===== src/rtl/alu_issue_ctrl_if.sv =====
// rtl/alu_issue_ctrl_if.sv - Issue, ALU and writeback signal bundle for alu_issue_ctrl
//
// Purpose: groups the instruction-in handshake, the ALU operand/result pins
// and the writeback handshake of the execute-stage controller.
// Modports:
//   slave  - controller view (alu_issue_ctrl): consumes instr/operands and
//            the ALU result; drives in_ready, alu_op/a/b, out_* and illegal.
//   master - environment view (decode stage, ALU, writeback).
interface alu_issue_ctrl_if #(
    parameter int WIDTH = 32
);
    logic             in_valid;
    logic             in_ready;
    logic [31:0]      instr;
    logic [WIDTH-1:0] rs1_val;
    logic [WIDTH-1:0] rs2_val;
    logic [3:0]       alu_op;
    logic [WIDTH-1:0] alu_a;
    logic [WIDTH-1:0] alu_b;
    logic [WIDTH-1:0] alu_o;
    logic             out_valid;
    logic             out_ready;
    logic [WIDTH-1:0] out_result;
    logic [4:0]       out_rd;
    logic             illegal;

    modport slave (
        input  in_valid, instr, rs1_val, rs2_val, alu_o, out_ready,
        output in_ready, alu_op, alu_a, alu_b, out_valid, out_result, out_rd, illegal
    );

    modport master (
        output in_valid, instr, rs1_val, rs2_val, alu_o, out_ready,
        input  in_ready, alu_op, alu_a, alu_b, out_valid, out_result, out_rd, illegal
    );
endinterface


===== src/rtl/alu_issue_ctrl.sv =====
// rtl/alu_issue_ctrl.sv - RV32I execute-stage issue controller driving an external ALU
//
// Purpose: accepts one RV32I R/I/U-type instruction at a time, decodes it to
// a 4-bit ALU op, drives registered op/a/b into the ALU, captures the ALU
// result and hands it to writeback with its destination register.
// Ports:
//   clk   - rising-edge clock
//   rst_n - asynchronous active-low reset
//   bus   - alu_issue_ctrl_if.slave: instruction handshake, ALU pins,
//           writeback handshake and the one-cycle illegal pulse
module alu_issue_ctrl #(
    parameter int WIDTH = 32
) (
    input  logic              clk,
    input  logic              rst_n,
    alu_issue_ctrl_if.slave   bus
);
    localparam logic [3:0] OP_ADD  = 4'b0000;
    localparam logic [3:0] OP_SUB  = 4'b0001;
    localparam logic [3:0] OP_MUL  = 4'b0010;
    localparam logic [3:0] OP_AND  = 4'b0011;
    localparam logic [3:0] OP_OR   = 4'b0100;
    localparam logic [3:0] OP_XOR  = 4'b0101;
    localparam logic [3:0] OP_SLL  = 4'b0110;
    localparam logic [3:0] OP_SRL  = 4'b0111;
    localparam logic [3:0] OP_SRA  = 4'b1000;
    localparam logic [3:0] OP_SLT  = 4'b1001;
    localparam logic [3:0] OP_SLTU = 4'b1010;

    typedef enum logic [1:0] {IDLE, ISSUE, WAIT_WB} state_t;

    state_t           r_state;
    logic [3:0]       r_alu_op;
    logic [WIDTH-1:0] r_alu_a;
    logic [WIDTH-1:0] r_alu_b;
    logic [WIDTH-1:0] r_out_result;
    logic [4:0]       r_out_rd;
    logic             r_out_valid;
    logic             r_illegal;

    logic             w_legal;
    logic [3:0]       w_op;
    logic [WIDTH-1:0] w_a;
    logic [WIDTH-1:0] w_b;
    logic [6:0]       w_opcode;
    logic [2:0]       w_funct3;
    logic [6:0]       w_funct7;
    logic             w_accept;

    // Base funct3 mapping shared by R-type (funct7 0) and I-type.
    function automatic logic [3:0] f3_op(input logic [2:0] f3);
        case (f3)
            3'b000:  return OP_ADD;
            3'b001:  return OP_SLL;
            3'b010:  return OP_SLT;
            3'b011:  return OP_SLTU;
            3'b100:  return OP_XOR;
            3'b101:  return OP_SRL;
            3'b110:  return OP_OR;
            default: return OP_AND;
        endcase
    endfunction

    assign w_opcode = bus.instr[6:0];
    assign w_funct3 = bus.instr[14:12];
    assign w_funct7 = bus.instr[31:25];

    always_comb begin
        w_legal = 1'b0;
        w_op    = OP_ADD;
        w_a     = bus.rs1_val;
        w_b     = bus.rs2_val;
        case (w_opcode)
            7'b0110011: begin
                case (w_funct7)
                    7'b0000000: begin
                        w_legal = 1'b1;
                        w_op    = f3_op(w_funct3);
                    end
                    7'b0100000: begin
                        if (w_funct3 == 3'b000) begin
                            w_legal = 1'b1;
                            w_op    = OP_SUB;
                        end else if (w_funct3 == 3'b101) begin
                            w_legal = 1'b1;
                            w_op    = OP_SRA;
                        end
                    end
                    7'b0000001: begin
                        if (w_funct3 == 3'b000) begin
                            w_legal = 1'b1;
                            w_op    = OP_MUL;
                        end
                    end
                    default: ;
                endcase
            end
            7'b0010011: begin
                w_b = WIDTH'({{20{bus.instr[31]}}, bus.instr[31:20]});
                case (w_funct3)
                    3'b001: begin
                        // Shift immediates use only the 5-bit shamt field.
                        w_b     = WIDTH'(bus.instr[24:20]);
                        w_op    = OP_SLL;
                        w_legal = (w_funct7 == 7'b0000000);
                    end
                    3'b101: begin
                        w_b = WIDTH'(bus.instr[24:20]);
                        if (w_funct7 == 7'b0000000) begin
                            w_legal = 1'b1;
                            w_op    = OP_SRL;
                        end else if (w_funct7 == 7'b0100000) begin
                            w_legal = 1'b1;
                            w_op    = OP_SRA;
                        end
                    end
                    default: begin
                        w_legal = 1'b1;
                        w_op    = f3_op(w_funct3);
                    end
                endcase
            end
            7'b0110111: begin
                // LUI is executed as 0 + upper immediate.
                w_legal = 1'b1;
                w_op    = OP_ADD;
                w_a     = '0;
                w_b     = WIDTH'({bus.instr[31:12], 12'b0});
            end
            default: ;
        endcase
    end

    // In WAIT_WB a new instruction may enter on the same edge the result
    // leaves, so readiness follows the writeback side.
    assign bus.in_ready = (r_state == IDLE) || ((r_state == WAIT_WB) && bus.out_ready);
    assign w_accept     = bus.in_valid && bus.in_ready;

    always_ff @(posedge clk or negedge rst_n) begin
        if (!rst_n) begin
            r_state      <= IDLE;
            r_alu_op     <= '0;
            r_alu_a      <= '0;
            r_alu_b      <= '0;
            r_out_result <= '0;
            r_out_rd     <= '0;
            r_out_valid  <= 1'b0;
            r_illegal    <= 1'b0;
        end else begin
            r_illegal <= 1'b0;
            case (r_state)
                IDLE: begin
                    if (w_accept) begin
                        if (w_legal) begin
                            r_alu_op <= w_op;
                            r_alu_a  <= w_a;
                            r_alu_b  <= w_b;
                            r_out_rd <= bus.instr[11:7];
                            r_state  <= ISSUE;
                        end else begin
                            r_illegal <= 1'b1;
                        end
                    end
                end
                ISSUE: begin
                    r_out_result <= bus.alu_o;
                    r_out_valid  <= 1'b1;
                    r_state      <= WAIT_WB;
                end
                WAIT_WB: begin
                    if (bus.out_ready) begin
                        r_out_valid <= 1'b0;
                        if (w_accept && w_legal) begin
                            r_alu_op <= w_op;
                            r_alu_a  <= w_a;
                            r_alu_b  <= w_b;
                            r_out_rd <= bus.instr[11:7];
                            r_state  <= ISSUE;
                        end else begin
                            r_illegal <= w_accept;
                            r_state   <= IDLE;
                        end
                    end
                end
                default: r_state <= IDLE;
            endcase
        end
    end

    assign bus.alu_op     = r_alu_op;
    assign bus.alu_a      = r_alu_a;
    assign bus.alu_b      = r_alu_b;
    assign bus.out_result = r_out_result;
    assign bus.out_rd     = r_out_rd;
    assign bus.out_valid  = r_out_valid;
    assign bus.illegal    = r_illegal;
endmodule


===== src/flat_wrapper.sv =====
// flat-port wrapper written by rule: the top's interface ports become plain ports
module alu_issue_ctrl_flat 
#(
    parameter int WIDTH = 32
)
  (clk, rst_n, bus_in_valid, bus_instr, bus_rs1_val, bus_rs2_val, bus_alu_o, bus_out_ready, bus_in_ready, bus_alu_op, bus_alu_a, bus_alu_b, bus_out_valid, bus_out_result, bus_out_rd, bus_illegal);
  alu_issue_ctrl_if #(.WIDTH(WIDTH)) bus_i ();
  input  logic clk;
  input  logic rst_n;
  input wire logic [$bits(bus_i.in_valid)-1:0] bus_in_valid;
  input wire logic [$bits(bus_i.instr)-1:0] bus_instr;
  input wire logic [$bits(bus_i.rs1_val)-1:0] bus_rs1_val;
  input wire logic [$bits(bus_i.rs2_val)-1:0] bus_rs2_val;
  input wire logic [$bits(bus_i.alu_o)-1:0] bus_alu_o;
  input wire logic [$bits(bus_i.out_ready)-1:0] bus_out_ready;
  output wire logic [$bits(bus_i.in_ready)-1:0] bus_in_ready;
  output wire logic [$bits(bus_i.alu_op)-1:0] bus_alu_op;
  output wire logic [$bits(bus_i.alu_a)-1:0] bus_alu_a;
  output wire logic [$bits(bus_i.alu_b)-1:0] bus_alu_b;
  output wire logic [$bits(bus_i.out_valid)-1:0] bus_out_valid;
  output wire logic [$bits(bus_i.out_result)-1:0] bus_out_result;
  output wire logic [$bits(bus_i.out_rd)-1:0] bus_out_rd;
  output wire logic [$bits(bus_i.illegal)-1:0] bus_illegal;
  assign bus_i.in_valid = bus_in_valid;
  assign bus_i.instr = bus_instr;
  assign bus_i.rs1_val = bus_rs1_val;
  assign bus_i.rs2_val = bus_rs2_val;
  assign bus_i.alu_o = bus_alu_o;
  assign bus_i.out_ready = bus_out_ready;
  assign bus_in_ready = bus_i.in_ready;
  assign bus_alu_op = bus_i.alu_op;
  assign bus_alu_a = bus_i.alu_a;
  assign bus_alu_b = bus_i.alu_b;
  assign bus_out_valid = bus_i.out_valid;
  assign bus_out_result = bus_i.out_result;
  assign bus_out_rd = bus_i.out_rd;
  assign bus_illegal = bus_i.illegal;
  alu_issue_ctrl #(.WIDTH(WIDTH)) u_core (.clk(clk), .rst_n(rst_n), .bus(bus_i));
endmodule

===== config.mk =====
export PLATFORM = sky130hd
export DESIGN_NAME = alu_issue_ctrl_flat
export DESIGN_NICKNAME = d
export VERILOG_FILES = /design/src/rtl/alu_issue_ctrl_if.sv /design/src/rtl/alu_issue_ctrl.sv /design/src/flat_wrapper.sv
export SDC_FILE = /design/constraint.sdc
export NUM_CORES = 1
export LEC_CHECK = 0
export CAP_MARGIN = 20
export CELL_PAD_IN_SITES_DETAIL_PLACEMENT = 0
export CELL_PAD_IN_SITES_GLOBAL_PLACEMENT = 1
export CORE_AREA = 2 2 138 140
export CTS_CLUSTER_DIAMETER = 150
export CTS_CLUSTER_SIZE = 16
export DETAILED_ROUTE_END_ITERATION = 8
export DIE_AREA = 0 0 140 142
export GPL_ROUTABILITY_DRIVEN = 1
export HOLD_SLACK_MARGIN = 0.03
export PLACE_DENSITY = 0.74
export SETUP_SLACK_MARGIN = 0.4
export SLEW_MARGIN = 10
export SYNTH_ARGS = -nofsm -noshare
export SYNTH_HDL_FRONTEND = slang
export SYNTH_SLANG_ARGS = --single-unit

===== constraint.sdc =====
create_clock -name clk -period 1.4 [get_ports clk]
set_input_delay 0.21 -clock clk [delete_from_list [all_inputs] [get_ports clk]]
set_output_delay 0.21 -clock clk [all_outputs]
set_load 0.005 [all_outputs]

Word level (Yosys, flattened, before mapping)
Cells that the tools add are included.
{"block": "word_totals", "reg_bits": 109, "input_bits": 132, "output_inout_bits": 108, "wordCells": 91}
{"block": "op_classes", "eq_ne": 17, "n_mux": 53, "n_reduce_logical": 13}
{"operator": "$mux W32", "count": 10}
{"operator": "$pmux W32 S2", "count": 3}
{"operator": "$mux W4", "count": 8}
{"operator": "$pmux W4 S7", "count": 1}
{"operator": "$pmux W4 S2", "count": 3}
{"operator": "$eq A7 B6 Y1 const B", "count": 3}
{"operator": "$mux W5", "count": 4}
{"operator": "$pmux W4 S5", "count": 1}
{"operator": "$pmux W4 S3", "count": 1}
{"operator": "$mux W1", "count": 11}
{"operator": "$pmux W5 S2", "count": 1}
{"operator": "$eq A3 B3 Y1 const B", "count": 3}
{"operator": "$mux W2", "count": 4}
{"operator": "$eq A7 B1 Y1 const B", "count": 1}
{"operator": "$eq A7 B5 Y1 const B", "count": 1}
{"operator": "$logic_not A7 Y1", "count": 1}
{"operator": "$eq A3 B2 Y1 const B", "count": 2}
{"operator": "$pmux W1 S2", "count": 3}
{"operator": "$pmux W1 S3", "count": 2}
{"operator": "$pmux W2 S3", "count": 1}
{"operator": "$reduce_and A5 Y1", "count": 1}
{"operator": "$ne A2 B1 Y1 const B", "count": 2}
{"operator": "$ne A2 B2 Y1 const B", "count": 2}
{"operator": "$reduce_bool A2 Y1", "count": 2}
{"operator": "other kinds (10)", "count": 12}

Logic depth before layout (Yosys ltp)
Gate-level depths: netlist of run 1.
{"block": "logic_depth", "ltp_word": 9, "mapped_depth": 8, "depth_no_buf": 5}

Worst setup path before layout of run 1
No wires, ideal clock.
{"block": "synth_timing", "kind": "input to register", "from": "input port bus_instr[30]", "to": "register u_core.r_alu_b[0], in the netlist u_core.bus.alu_b[0]", "setup_time_ns": 0.127, "t_arrival_ns": 1.875, "required_time_ns": 1.273, "path_slack_ns": -0.603, "path_stages": 8, "n_path_buf": 3, "cell_sequence": "clkbuf_1 or4_4 nor3_2 o21ai_1 a21oi_2 buf_6 buf_12 mux2_1"}
{"block": "synth_between", "elab_chain_len": 8, "elab_cells_between_ends": 12, "classes_between": "eq/ne: 4; mux: 5; reduce/logical: 3"}
{"element": "from (decl)", "line": "flat_wrapper.sv:11", "source": "input wire logic [$bits(bus_i.instr)-1:0] bus_instr;"}
{"element": "$eq A7 B6 Y1", "line": "alu_issue_ctrl.sv:75, alu_issue_ctrl.sv:112"}
{"element": "$mux W1", "line": "alu_issue_ctrl.sv:112", "source": "end else if (w_funct7 == 7'b0100000) begin"}
{"element": "$mux W1", "line": "alu_issue_ctrl.sv:109", "source": "if (w_funct7 == 7'b0000000) begin"}
{"element": "$pmux W1 S2", "line": "alu_issue_ctrl.sv:100", "source": "case (w_funct3)"}
{"element": "$pmux W1 S3 *", "line": "alu_issue_ctrl.sv:73", "source": "case (w_opcode)"}
{"element": "$logic_and A1 B1 Y1", "line": "alu_issue_ctrl.sv:173", "source": "if (w_accept && w_legal) begin"}
{"element": "$ne A2 B2 Y1 (no source line)"}
{"element": "$reduce_and A5 Y1 (no source line) *"}
{"element": "to (signal assigned)", "line": "alu_issue_ctrl.sv:157", "source": "r_alu_b <= w_b;"}
{"element": "to (signal assigned)", "line": "alu_issue_ctrl.sv:176", "source": "r_alu_b <= w_b;"}
{"element": "to (decl)", "line": "alu_issue_ctrl.sv:35", "source": "logic [WIDTH-1:0] r_alu_b;"}
Every way passes the cells marked *; elsewhere a longest branch is shown, timed or not.
A chain may end at the register's enable or synchronous reset.

Worst setup path in the final report of run 1
{"block": "layout_timing", "from": "input port bus_instr[28]", "to": "register u_core.r_alu_a[18], in the netlist u_core.bus.alu_a[18]"}
{"block": "layout_between", "elab_chain_len": 8, "elab_cells_between_ends": 12, "classes_between": "eq/ne: 4; mux: 5; reduce/logical: 3"}
{"element": "$eq A7 B6 Y1", "line": "alu_issue_ctrl.sv:75, alu_issue_ctrl.sv:112"}
{"element": "$mux W1", "line": "alu_issue_ctrl.sv:112"}
{"element": "$mux W1", "line": "alu_issue_ctrl.sv:109"}
{"element": "$pmux W1 S2", "line": "alu_issue_ctrl.sv:100"}
{"element": "$pmux W1 S3 *", "line": "alu_issue_ctrl.sv:73"}
{"element": "$logic_and A1 B1 Y1", "line": "alu_issue_ctrl.sv:173"}
{"element": "$ne A2 B2 Y1 (no source line)"}
{"element": "$reduce_and A5 Y1 (no source line) *"}
{"element": "to (signal assigned)", "line": "alu_issue_ctrl.sv:156", "source": "r_alu_a <= w_a;"}
{"element": "to (signal assigned)", "line": "alu_issue_ctrl.sv:175", "source": "r_alu_a <= w_a;"}
{"element": "to (decl)", "line": "alu_issue_ctrl.sv:34", "source": "logic [WIDTH-1:0] r_alu_a;"}
Marked as above.

==> results of run 1 <==
-- layout by cell type (no fill, tap or decap), drive strengths merged, types with 3 or more instances in the layout --
cell type	count
a21oi	7
a221o	19
a22o	11
buf	269
clkbuf	14
clkdlybuf4s50	113
dfrtp	109
dlygate4sd2	6
inv	10
mux2	101
mux2i	3
nand2	5
nand3	3
nor2	3
nor2b	36
nor3	4
o21ai	6
or2	3
-- registers in the layout, summed over array words and instances (netlist names) --
| signal | flops |
|---|---|
| u_core.bus.alu_a | 32 |
| u_core.bus.alu_b | 32 |
| u_core.bus.alu_op | 4 |
| u_core.bus.illegal | 1 |
| u_core.bus.out_rd | 5 |
| u_core.bus.out_result | 32 |
| u_core.bus.out_valid | 1 |
| u_core.r_state | 2 |
-- metal layers --
| metal | vias to the layer above | wire (microns) | track usage |
|---|---|---|---|
| li1 | 2107 | - | - |
| met1 | 2253 | 7430 | 0.216 |
| met2 | 149 | 9030 | 0.301 |
| met3 | 28 | 1020 | 0.0410 |
| met4 | 2 | 470 | 0.0638 |
| met5 | - | 13 | 0 |
-- power by group --
group	leakage, nW	switching [W]	internal [W]
registers	1.44	0.000228	0.00358
logic	3.07	0.000771	0.00164
clock network	0.144	0.00125	0.00140
total	4.66	0.00225	0.00662
-- area by class of cell --
cell class,count,area (sq um)
Tap cell,234,293
Clock buffer,9,225
Clock inverter,6,71.3
Multi-Input combinational cell,228,2540
Timing Repair Buffer,396,3460
Inverter,7,26.3
Fill cell,1599,9100
Antenna cell,2,5.00
Sequential cell,109,2730
-- cell families after synthesis --
family                    synth area share
muxes                                0.259
AOI/OAI and AO/OA                   0.0848
xor gates and xnor gates           0.00502
buffers and inverters               0.0454
DFF                                  0.521
and+or+nand+nor                     0.0857
-- stage by stage --
step	util	total power, W
3_5_place_dp	0.449	0.00617
2_1_floorplan	-	0.00461
6_report	0.507	0.00887
3_3_place_gp	0.449	0.00613
5_1_grt	0.507	0.00929
4_1_cts	0.487	0.00874
-- worst max-delay path: stages --
cell                      delay, ns
sky130_fd_sc_hd__buf_8         0.10
sky130_fd_sc_hd__or4b_4        0.56
sky130_fd_sc_hd__nor3_4        0.21
sky130_fd_sc_hd__o21ai_2       0.11
sky130_fd_sc_hd__a21oi_4       0.21
sky130_fd_sc_hd__buf_6         0.17
sky130_fd_sc_hd__buf_12        0.12
sky130_fd_sc_hd__buf_16        0.14
sky130_fd_sc_hd__mux2_4        0.30
-- timing repair --
action                     4_1_cts  5_1_grt
setup buffers                   62       42
hold buffers                     1        0
gates resized for setup        516       17
hold endpoints to repair       105        0
cloned                           9        1
setup endpoints to repair      216      216
pin swaps                       13       12
-- path summary, 6_finish.rpt --
kind / from / to / slack [ns] / cells past startpoint
max: bus_instr[28] / u_core.bus.alu_a[18] / -0.50 / 9
min: rst_n / u_core.bus.out_rd[0] / 0.26 / 2
max reg2reg: u_core.r_state[1] / u_core.bus.alu_a[18] / -0.35 / 7
min reg2reg: u_core.bus.alu_b[4] / u_core.bus.alu_b[4] / 0.48 / 1
max in group asynchronous: rst_n / u_core.bus.out_result[1] / 0.64 / 3
min in group clk: bus_instr[27] / u_core.bus.alu_b[7] / 0.31 / 4
==> results.txt, run 1 <==
- During synthesis, Yosys emitted a total of 0 warnings.
- Synthesis-to-finish area growth: 78.5%
- Finished layout cell area: 9350 sq um
- Final-report hold violation count: 0
- Before antenna repair, the detailed router went through 8 iterations.
* Mean area per synthesized cell: 14.2 sq um
- The final number of max-transition violations is 0.
- Failing checks: design-rule violations, negative setup slack
* Post-synthesis cell area: 5240 sq um
- Iteration-0 DRC count of the detailed router: 200
* Slack of the critical path: -0.499 ns
- Minimum clock period after layout: 1.90 ns
* Core area: about 18000 sq um
- TritonCTS clock tree: built
- Global-route wire length before repair: between 20000 and 30000 microns
- Worst hold slack across all endpoints: 0.260 ns
* Combined global-route utilization of all metal layers: 0.175
- Syn Nets: 502
* Most frequently used cell type in the post-synthesis netlist: sky130_fd_sc_hd__dfrtp_1
- In this run the worst path has a maximum fanout of 8.
* Final antenna-violating net count: 0
- Synthesis inferred ~110 register bits.
- Fraction of synthesis flops using an asynchronous set or reset pin: 1.00
- Summed over all cells, the static leakage comes to 4.66 nW.
- Post-place instance area: 8290 sq um
* Setup TNS: -38.72 ns
- After detailed routing, the average wire length per cell comes to 18.1 microns.
- Maximum frequency from static timing analysis: around 530 MHz
- GRT Residual Overflow: 0
- Max-cap violation count: 0
- Of the post-synthesis cell area, the dominant cell type holds 0.521.
* Sequential-to-total area share from yosys stat: 0.521
- The H-tree was split into 3 levels.
* Required @ worst endpoint: ~1.6 ns
- Max-Slew Margin vs Limit: 0.816
* Top-level I/O count: between 200 and 250
* Die width: 140 microns
* Clock tree root driver cell: sky130_fd_sc_hd__clkbuf_16
* Final GP Congestion: 0.893
- Counting instances in the post-synthesis netlist gives the leading cell types as sky130_fd_sc_hd__dfrtp_1, sky130_fd_sc_hd__mux2_4, sky130_fd_sc_hd__mux2_2.
- Top cells by area in the synthesized netlist: sky130_fd_sc_hd__dfrtp_1, sky130_fd_sc_hd__mux2_4, sky130_fd_sc_hd__mux2_2
- In this run, placement finished with an instance count of 859.
- Clock skew on the completed layout was measured at 0.0104 ns.
- STA classifies the critical path endpoint as a flip-flop.
* Power per cell area: 948 nW/um^2
- After clock tree synthesis, the clock-pin slew on the worst setup and hold paths is about 0.08 ns.
- Synthesis instantiated 48 different standard cells from the library.
- The worst-case IR drop observed on VDD is approximately 0.58 mV.
- Buffers from clock root to sink, at most: 2
- The initial utilization of the core area, before any placement, comes to 0.284.
* Vias/cell: ~4.6
* Cell type contributing the most total cell area after synthesis: sky130_fd_sc_hd__dfrtp_1
- Pin count of the biggest net entering global routing: 48
- The clock net in this run drives a total of 109 sinks.
- Number of antenna violations at the first check in global routing: 3
* Type of the worst setup path: in -> reg
* WP data arrival: 2.14 ns
* DRC errors left: 15
- The number of clock buffers added by TritonCTS is 9.
- Input and output buffers added on the ports amount to 239.
- At the pin with the least slew margin, the transition time is 0.272 ns.
- Run status: finished with violations
* Number of enable flip-flop cells after synthesis: 0
* Final cell count without fillers: 991
- Of the cells placed in the final design, the portion with a size suffix greater than 1 is 0.544.
* Worst-skew pair later-pin latency: 0.36 ns
- Most instantiated flip-flop cell in the synthesis netlist: sky130_fd_sc_hd__dfrtp_1
- Final setup violation count: 107
* Total Routed Length: approximately 18000 microns
- The die covers ~20000 sq um.
- Dividing the final minimum period by the clock period gives 1.36.
* Setup repair after global routing missed its margin: true
* HPWL after detailed placement: 11800 microns
- Post-Syn Instances: 370
- At the placement stage, the worst setup path has a slack of -1.25 ns.
- Net total in the final layout: 883
- In this run the worst hold path is classified as in -> async.
- Die H: 142 microns
* Worst setup SP type: input port
- Vias after detailed routing: 4539
* Vias in the first global route: approximately 4700
- The floorplan has 50 rows.
(Power assumes the default switching activity.)
==> inputs of run 2 (changes only) <==
Settings changed: RECOVER_POWER from default to 100, SETUP_SLACK_MARGIN 0.4 to 0.3.
==> results.txt, run 2 (same netlist as run 1, synthesis figures left out) <==
- Worst setup SP type: input port
* Global-route wire length before repair: 27000 microns (unchanged)
- The initial antenna violation count came to 3 (unchanged).
- The I/O pin count came to 240 (unchanged).
- The end-of-flow core utilization was 0.499 (-0.00773).
- Worst R2R Path Depth: 8 (+1)
- Core area: 18500 sq um (unchanged)
* Clock H-tree levels: 3 (unchanged)
- The die outline width was 140 microns (unchanged).
- The detailed router's first-iteration violation count was 205 (+2.5%).
* HPWL after detailed placement: 11800 microns (unchanged)
- The least setup slack across all paths after layout is -0.501 ns (-0.00213 ns).
- The fraction of layout instances using a drive strength above 1 was 0.438 (-0.106).
- 1st-pass router iterations: 9 (+1)
- Vias after detailed routing: 4518 (-0.46%)
* Minimum clock period after layout: 1.90 ns (+0.00213 ns)
* Final period util: 1.36 (+0.00152)
- Setup repair after global routing missed its margin: true
- The maximum fanout along the worst path is 8 (unchanged).
* Clock tree root driver cell: sky130_fd_sc_hd__clkbuf_16
- The total placed cells including tap cells is 859 (unchanged).
- Buffers on Ports: 239 (unchanged)
- TritonCTS clock tree: built
- Required @ worst endpoint: 1.64 ns (about the same)
* Vias/cell: 4.58 (about the same)
- The final count of hold timing violations was 0 (unchanged).
- Final GP Congestion: 0.893 (unchanged)
- Worst slack at placement: -1.25 ns (unchanged)
- The total negative slack for setup checks was -44.02 ns (-5.29 ns).
- Synthesis-to-finish area growth: 75.8%
- The mean routed wirelength per cell is 18.2 microns (+0.30%).
- The worst endpoint data arrival time is 2.14 ns (about the same).
- Tightest Hold Check Type: in -> reg
- The remaining number of nets flagged by the antenna check after routing is 0 (unchanged).
- Net total in the final layout: 879 (-0.45%)
- The maximum vdd ir drop is 0.576 mV (-0.50%).
- The total number of placement rows was 50 (unchanged).
* Vias in the first global route: 4704 (-0.064%)
* Buffers from clock root to sink, at most: 2 (unchanged)
- The global-route usage over all layers was 0.175 (unchanged).
* Number of instances on the worst hold path: 4
- The total CTS buffers came to 9 (unchanged).
- Type of the worst setup path: in -> reg
* Final cell count without fillers: 987 (-0.40%)
- The clock edge transition at the registers on the reported setup and hold paths came to 0.07 ns (about the same).
* Max-Slew Margin vs Limit: 0.294 (-0.522)
* Starting density of the core: 0.284 (unchanged)
- The count of maximum capacitance violations is 0 (unchanged).
- Slew at the pin closest to its max-slew limit: 1.06 ns (+0.786 ns)
- The full die area came to 19900 sq um (unchanged).
- The run finished, with violations left.
- The power per cell area came to 951 nW/um^2 (+0.37%).
* Worst-skew pair later-pin latency: 0.36 ns (about the same)
* Number of pins with negative max-slew slack in the final report: 0 (unchanged)
* Total Routed Length: 18000 microns (-0.10%)
* Pin count of the biggest net entering global routing: 48 (unchanged)
* Number of clock sinks: 109 (unchanged)
- The final reports fail on design-rule violations, negative setup slack.
- Total leakage power: 4.34 nW (-6.9%)
* Final setup violation count: 107 (unchanged)
- The residual overflow from global routing is 0 (unchanged).
* Maximum frequency from static timing analysis: 526 MHz (-0.11%)
- DRC errors left: 15 (unchanged)
- The die outline height is 142 microns (unchanged).
- Layout Skew: 0.0103 ns (-0.000107 ns)
- Crit path capture type: flip-flop
* Leading cell types in the layout, fill and taps excluded: sky130_fd_sc_hd__clkdlybuf4s50_1, sky130_fd_sc_hd__buf_4, sky130_fd_sc_hd__dfrtp_1
[run 2: cell count changes in the layout (fill, tap and decap cells not counted)]
cell                              change
sky130_fd_sc_hd__buf_4                -5
sky130_fd_sc_hd__buf_2               -74
sky130_fd_sc_hd__buf_6                -3
sky130_fd_sc_hd__clkbuf_1            +77
sky130_fd_sc_hd__clkdlybuf4s25_1      +1
[run 2: metrics by stage]
| stage | hold slack [ns] | instance area (sq um) | total power (W) |
|---|---|---|---|
| 5_1_grt | 0.307 | 9210 | 0.00918 |
| 3_3_place_gp | 0.0973 | 8290 | 0.00613 |
| 2_1_floorplan | -0.0856 | 5440 | 0.00461 |
| 3_5_place_dp | 0.0978 | 8290 | 0.00617 |
| 4_1_cts | 0.259 | 8970 | 0.00872 |
| 6_report | 0.306 | 9210 | 0.00876 |
[run 2: layer usage]
metal  vias to the layer above  wire length [microns]  GRT usage
li1                       2097                      -          -
met1                      2245                   7490      0.216
met2                       144                   8990      0.301
met3                        30                    972     0.0410
met4                         2                    481     0.0638
met5                         -                     13          0
[run 2: critical path, cell delays in order]
cell,delay [ns]
sky130_fd_sc_hd__buf_8,0.10
sky130_fd_sc_hd__or4b_4,0.56
sky130_fd_sc_hd__nor3_4,0.22
sky130_fd_sc_hd__o21ai_2,0.11
sky130_fd_sc_hd__a21oi_4,0.21
sky130_fd_sc_hd__buf_6,0.17
sky130_fd_sc_hd__buf_12,0.12
sky130_fd_sc_hd__buf_16,0.13
sky130_fd_sc_hd__mux2_4,0.30
[run 2: path summary, 6_finish.rpt]
kind / start / end / slack, ns
worst max-delay path: bus_instr[28] / u_core.bus.alu_a[18] / -0.50
worst min register to register: u_core.bus.alu_b[4] / u_core.bus.alu_b[4] / 0.49
worst min-delay path: bus_instr[27] / u_core.bus.alu_b[7] / 0.31
min in group asynchronous: rst_n / u_core.bus.out_rd[0] / 0.56
worst max register to register: u_core.r_state[1] / u_core.bus.out_result[5] / -0.40
max in group asynchronous: rst_n / u_core.bus.out_result[1] / 0.08
[run 2: what timing repair did]
item	in CTS	in global routing
buffers inserted	61	39
cloned	9	1
gates resized for setup	514	18
hold buffers	1	0
hold endpoints to repair	105	0
pin swaps	13	12
setup endpoints to repair	216	205
[run 2: area by class of cell]
cell class	instances	area, sq um
antenna	2	5.00
clock buffer	9	225
clock inverter	6	71.3
fill	1638	9240
inverter	7	26.3
multi-input combinational	228	2540
sequential	109	2730
tap	234	293
timing repair buffer	392	3320
[run 2: report_power, final]
| part | switching (W) | internal (W) | leakage (nW) |
|---|---|---|---|
| Sequential | 0.000235 | 0.00358 | 1.44 |
| Clock | 0.00125 | 0.00140 | 0.144 |
| Combinational | 0.000769 | 0.00153 | 2.75 |
==> inputs of run 3 (changes only) <==
Settings changed: ABC_AREA from default to 1, CAP_MARGIN 20 to default, CORE_AREA 2 2 138 140 to 2 2 147 149, DIE_AREA 0 0 140 142 to 0 0 149 151.
==> results.txt, run 3 <==
* Run status: finished with violations
- Failing checks: negative setup slack
* Max-Slew Margin vs Limit: 0.527 (+0.233)
- The power per cell area was 851 nW/um^2 (-11%).
- The full die area came to 22500 sq um (+13%).
* Starting density of the core: 0.266 (-0.0180)
- Largest fanout of any net on the critical path: 5 (-3)
- Share of final-layout standard cells stronger than drive strength 1: 0.437 (-0.000990)
* Number of instances on the worst hold path: 2 (-2)
- The worst endpoint data arrival time came to 1.67 ns (-0.47 ns).
* Cell with the biggest individual delay on the critical path: sky130_fd_sc_hd__nand2_2
* Syn Nets: 775 (+54%)
* Mean area per synthesized cell: 8.61 sq um (-39%)
- The I/O pin count was 240 (unchanged).
* Tightest Hold Check Type: in -> reg
* Synth cell types: 28 (-42%)
- Leading cell types in the layout, fill and taps excluded: sky130_fd_sc_hd__buf_4, sky130_fd_sc_hd__clkdlybuf4s50_1, sky130_fd_sc_hd__dfrtp_1
- Die width: 149 microns (+6.4%)
- The area occupied by multi-input gates came to 2990 sq um (+17%).
- The number of warnings issued by yosys was 0 (unchanged).
- Die H: 151 microns (+6.3%)
* TritonCTS clock tree: built
- The total of fill cells in the finished design came to 2011 (+23%).
* Cell Count Post-Placement: 1171 (+36%)
- The clock edge transition at the registers on the reported setup and hold paths came to 0.08 ns (about the same).
- The residual overflow from global routing came to 0 (unchanged).
- Number of enable flip-flop cells after synthesis: 0 (unchanged)
- Fraction of synthesis flops using an asynchronous set or reset pin: 1.00 (unchanged)
* Type of the worst setup path: in -> reg
- DRC errors left: 0 (-15)
* Post-synthesis cell area: 5540 sq um (+5.7%)
- The TritonCTS sink count is 109 (unchanged).
- Iteration-0 DRC count of the detailed router: 173 (-16%)
* Number of antenna violations at the first check in global routing: 0 (-3)
- STA classifies the critical path endpoint as a flip-flop.
- Final antenna-violating net count: 0 (unchanged)
- Antenna diode count: 0 (-2)
- The number of buffers inserted by port buffering came to 239 (unchanged).
* Core area: 20800 sq um (+13%)
- Maximum frequency from static timing analysis: 704 MHz (+34%)
- The internal reg-to-reg setup slack was -0.02 ns (+0.38 ns).
* Terminating pin of the worst hold path: u_core.r_state[1]
- The final setup violation count came to 11 (-90%).
* Net total in the final layout: 1200 (+37%)
* Synthesis-to-finish area growth: 91.8%
* Vias after detailed routing: 6045 (+34%)
- The total wire length was 22800 microns (+27%).
- The final cycle utilization of the critical path is 1.01 (-0.344).
* Launching element of the worst setup path: bus_instr[26]
- The commonest cells after synthesis are sky130_fd_sc_hd__nand2_1, sky130_fd_sc_hd__nand3_1, sky130_fd_sc_hd__dfrtp_1.
- The final estimated routing congestion in global placement came to 0.838 (-6.1%).
- R2R Path Start: u_core.r_state[1]
- Max-cap violation count: 0 (unchanged)
* Cell type contributing the most total cell area after synthesis: sky130_fd_sc_hd__dfrtp_1
- Total clock buffers created by CTS: 9 (unchanged)
- CP cell instances: buf_4, nor2_4, nand2_2, o21ai_2, nand2_2, nand2_2, nor2_4, nand2_8, buf_12, buf_12, buf_12, buf_16, nand3_1, nand2_1
* Reg-to-Reg End: u_core.bus.alu_b[29]
- The per-cell via count in the routed design came to 4.48 (-2.0%).
- Post-place instance area: 8560 sq um (+3.3%)
- Slew at the pin closest to its max-slew limit: 0.709 ns (-0.350 ns)
- The sequential element share of the synthesized area is 0.493 (-0.0280).
- The depth of the CTS H-tree was 3 (unchanged).
- The worst hold path begins at bus_out_ready.
* Worst setup SP type: input port
* Vias in the first global route: 5836 (+24%)
- The post-synthesis cell count was 643 (+74%).
- The end-of-flow core utilization is 0.510 (+0.0110).
- The required time at the worst-slack endpoint is 1.64 ns (about the same).
* Worst R2R Path Depth: 9 (+1)
* Global-route wire length before repair: 33200 microns (+23%)
- The final count of hold timing violations is 0 (unchanged).
* Layout Skew: 0.00731 ns (-0.00299 ns)
- The filler-free cell count of the finished design came to 1348 (+37%).
- The most used flip-flop cell after synthesis is sky130_fd_sc_hd__dfrtp_1.
* 1st-pass router iterations: 4 (-5)
* Finished layout cell area: 10600 sq um (+15%)
- The clock latency at the later pin of the worst-skew pair came to 0.36 ns (about the same).
- The mean routed wirelength per cell was 16.9 microns (-6.9%).
- The register area came to 2730 sq um (unchanged).
- The final number of max-transition violations came to 0 (unchanged).
- Most common cell after layout, fill and taps aside: sky130_fd_sc_hd__buf_4
- The maximum single-stage delay on the critical path was 0.18 ns (-0.38 ns).
* # rows: 53 (+6.0%)
- Total leakage power: 5.18 nW (+19%)
- Register bit total from synthesis: 109 (unchanged)
- Setup repair after global routing could not meet its margin everywhere.
- The maximum number of buffers from clock root to sink was 2 (unchanged).
- CTS placed an instance of sky130_fd_sc_hd__clkbuf_16 at the clock tree root.
- Minimum clock period after layout: 1.42 ns (-0.481 ns)
- Share of the synthesized area in the top cell type: 0.493 (-0.0280)
- HPWL after detailed placement: 13400 microns (+13%)
- Most frequently used cell type in the post-synthesis netlist: sky130_fd_sc_hd__nand2_1
- The largest net degree at the start of global routing came to 45 (-6.3%).
- The global-route usage over all layers came to 0.193 (+0.0175).
- The least setup slack across all paths after layout was -0.0204 ns (+0.481 ns).
- Largest vdd supply drop: 0.508 mV (-12%)
* Top cells by area in the synthesized netlist: sky130_fd_sc_hd__dfrtp_1, sky130_fd_sc_hd__nand3_1, sky130_fd_sc_hd__nand2_1
==> run 3: cell types whose count changed after synthesis, moves of 8 or more <==
cell	before	now
sky130_fd_sc_hd__a221o_1	19	0
sky130_fd_sc_hd__inv_1	7	51
sky130_fd_sc_hd__mux2_2	45	32
sky130_fd_sc_hd__mux2_4	50	0
sky130_fd_sc_hd__o21ai_0	5	13
sky130_fd_sc_hd__nor2b_1	36	0
sky130_fd_sc_hd__nand2_2	0	60
sky130_fd_sc_hd__o211ai_1	0	9
sky130_fd_sc_hd__nand2_1	5	137
sky130_fd_sc_hd__nor2_1	2	43
sky130_fd_sc_hd__nand3_1	3	128
sky130_fd_sc_hd__a22o_1	11	0
==> run 3: worst max-delay path by stage <==
stage               depth (start not counted)  slack (ns)                    to
finish                                     14       -0.02  u_core.bus.alu_b[12]
detailed placement                         10       -0.67   u_core.bus.alu_b[5]
global route                                9       -0.13  u_core.bus.alu_b[31]
global placement                           10       -0.68   u_core.bus.alu_b[5]
CTS                                         9       -0.04   u_core.bus.alu_b[5]
floorplan                                  12        0.03   u_core.bus.alu_a[0]
==> run 3: repair_timing <==
| item | 4_1_cts | 5_1_grt |
|---|---|---|
| pin swaps | 52 | 103 |
| cloned | 20 | 7 |
| setup buffers | 103 | 30 |
| resized for setup | 636 | 95 |
| hold buffers | 1 | 0 |
| hold endpoints to repair | 109 | 0 |
| setup endpoints to repair | 217 | 209 |
==> run 3: final cells by class <==
cell class / count / share of cell area
Clock inverter: 7 / 0.00730
Tap cell: 275 / 0.0324
Sequential cell: 109 / 0.257
Clock buffer: 9 / 0.0212
Inverter: 55 / 0.0203
Multi-Input combinational cell: 442 / 0.281
Timing Repair Buffer: 451 / 0.381
==> run 3: critical path, delay by kind of cell <==
family / cells / cell delay (ns)
simple gates: 8 / 0.71
compound gates: 1 / 0.10
buf+inv: 5 / 0.62
==> run 3: per-stage QoR <==
| step | hold WS [ns] | worst slack, ns | TNS [ns] | power (W) |
|---|---|---|---|---|
| 2_1_floorplan | -0.0856 | 0.0282 | 0 | 0.00451 |
| 3_3_place_gp | 0.220 | -0.681 | -44.74 | 0.00606 |
| 3_5_place_dp | 0.220 | -0.672 | -45.48 | 0.00609 |
| 4_1_cts | 0.195 | -0.0380 | -0.159 | 0.00893 |
| 5_1_grt | 0.274 | -0.128 | -4.37 | 0.00949 |
| 6_report | 0.228 | -0.0204 | -0.0934 | 0.00904 |
==> run 3: cell families (layout without fill, tap and decap cells) <==
group / Yosys count / after routing / synth area share
DFF: 109 / 109 / 0.493
AOI/OAI and AO/OA: 25 / 25 / 0.0280
muxes: 32 / 32 / 0.0651
and+or+nand+nor: 380 / 385 / 0.327
buffers and inverters: 97 / 522 / 0.0877
==> run 3: routing by layer <==
| metal | wire length (microns) | track usage |
|---|---|---|
| met1 | 9720 | 0.250 |
| met2 | 11300 | 0.328 |
| met3 | 1510 | 0.0373 |
| met4 | 320 | 0.0557 |
| met5 | 0 | 0 |
==> run 3: power breakdown <==
| group | internal [W] | switching, W |
|---|---|---|
| Sequential | 0.00357 | 0.000229 |
| Combinational | 0.00153 | 0.00107 |
| Clock | 0.00127 | 0.00137 |
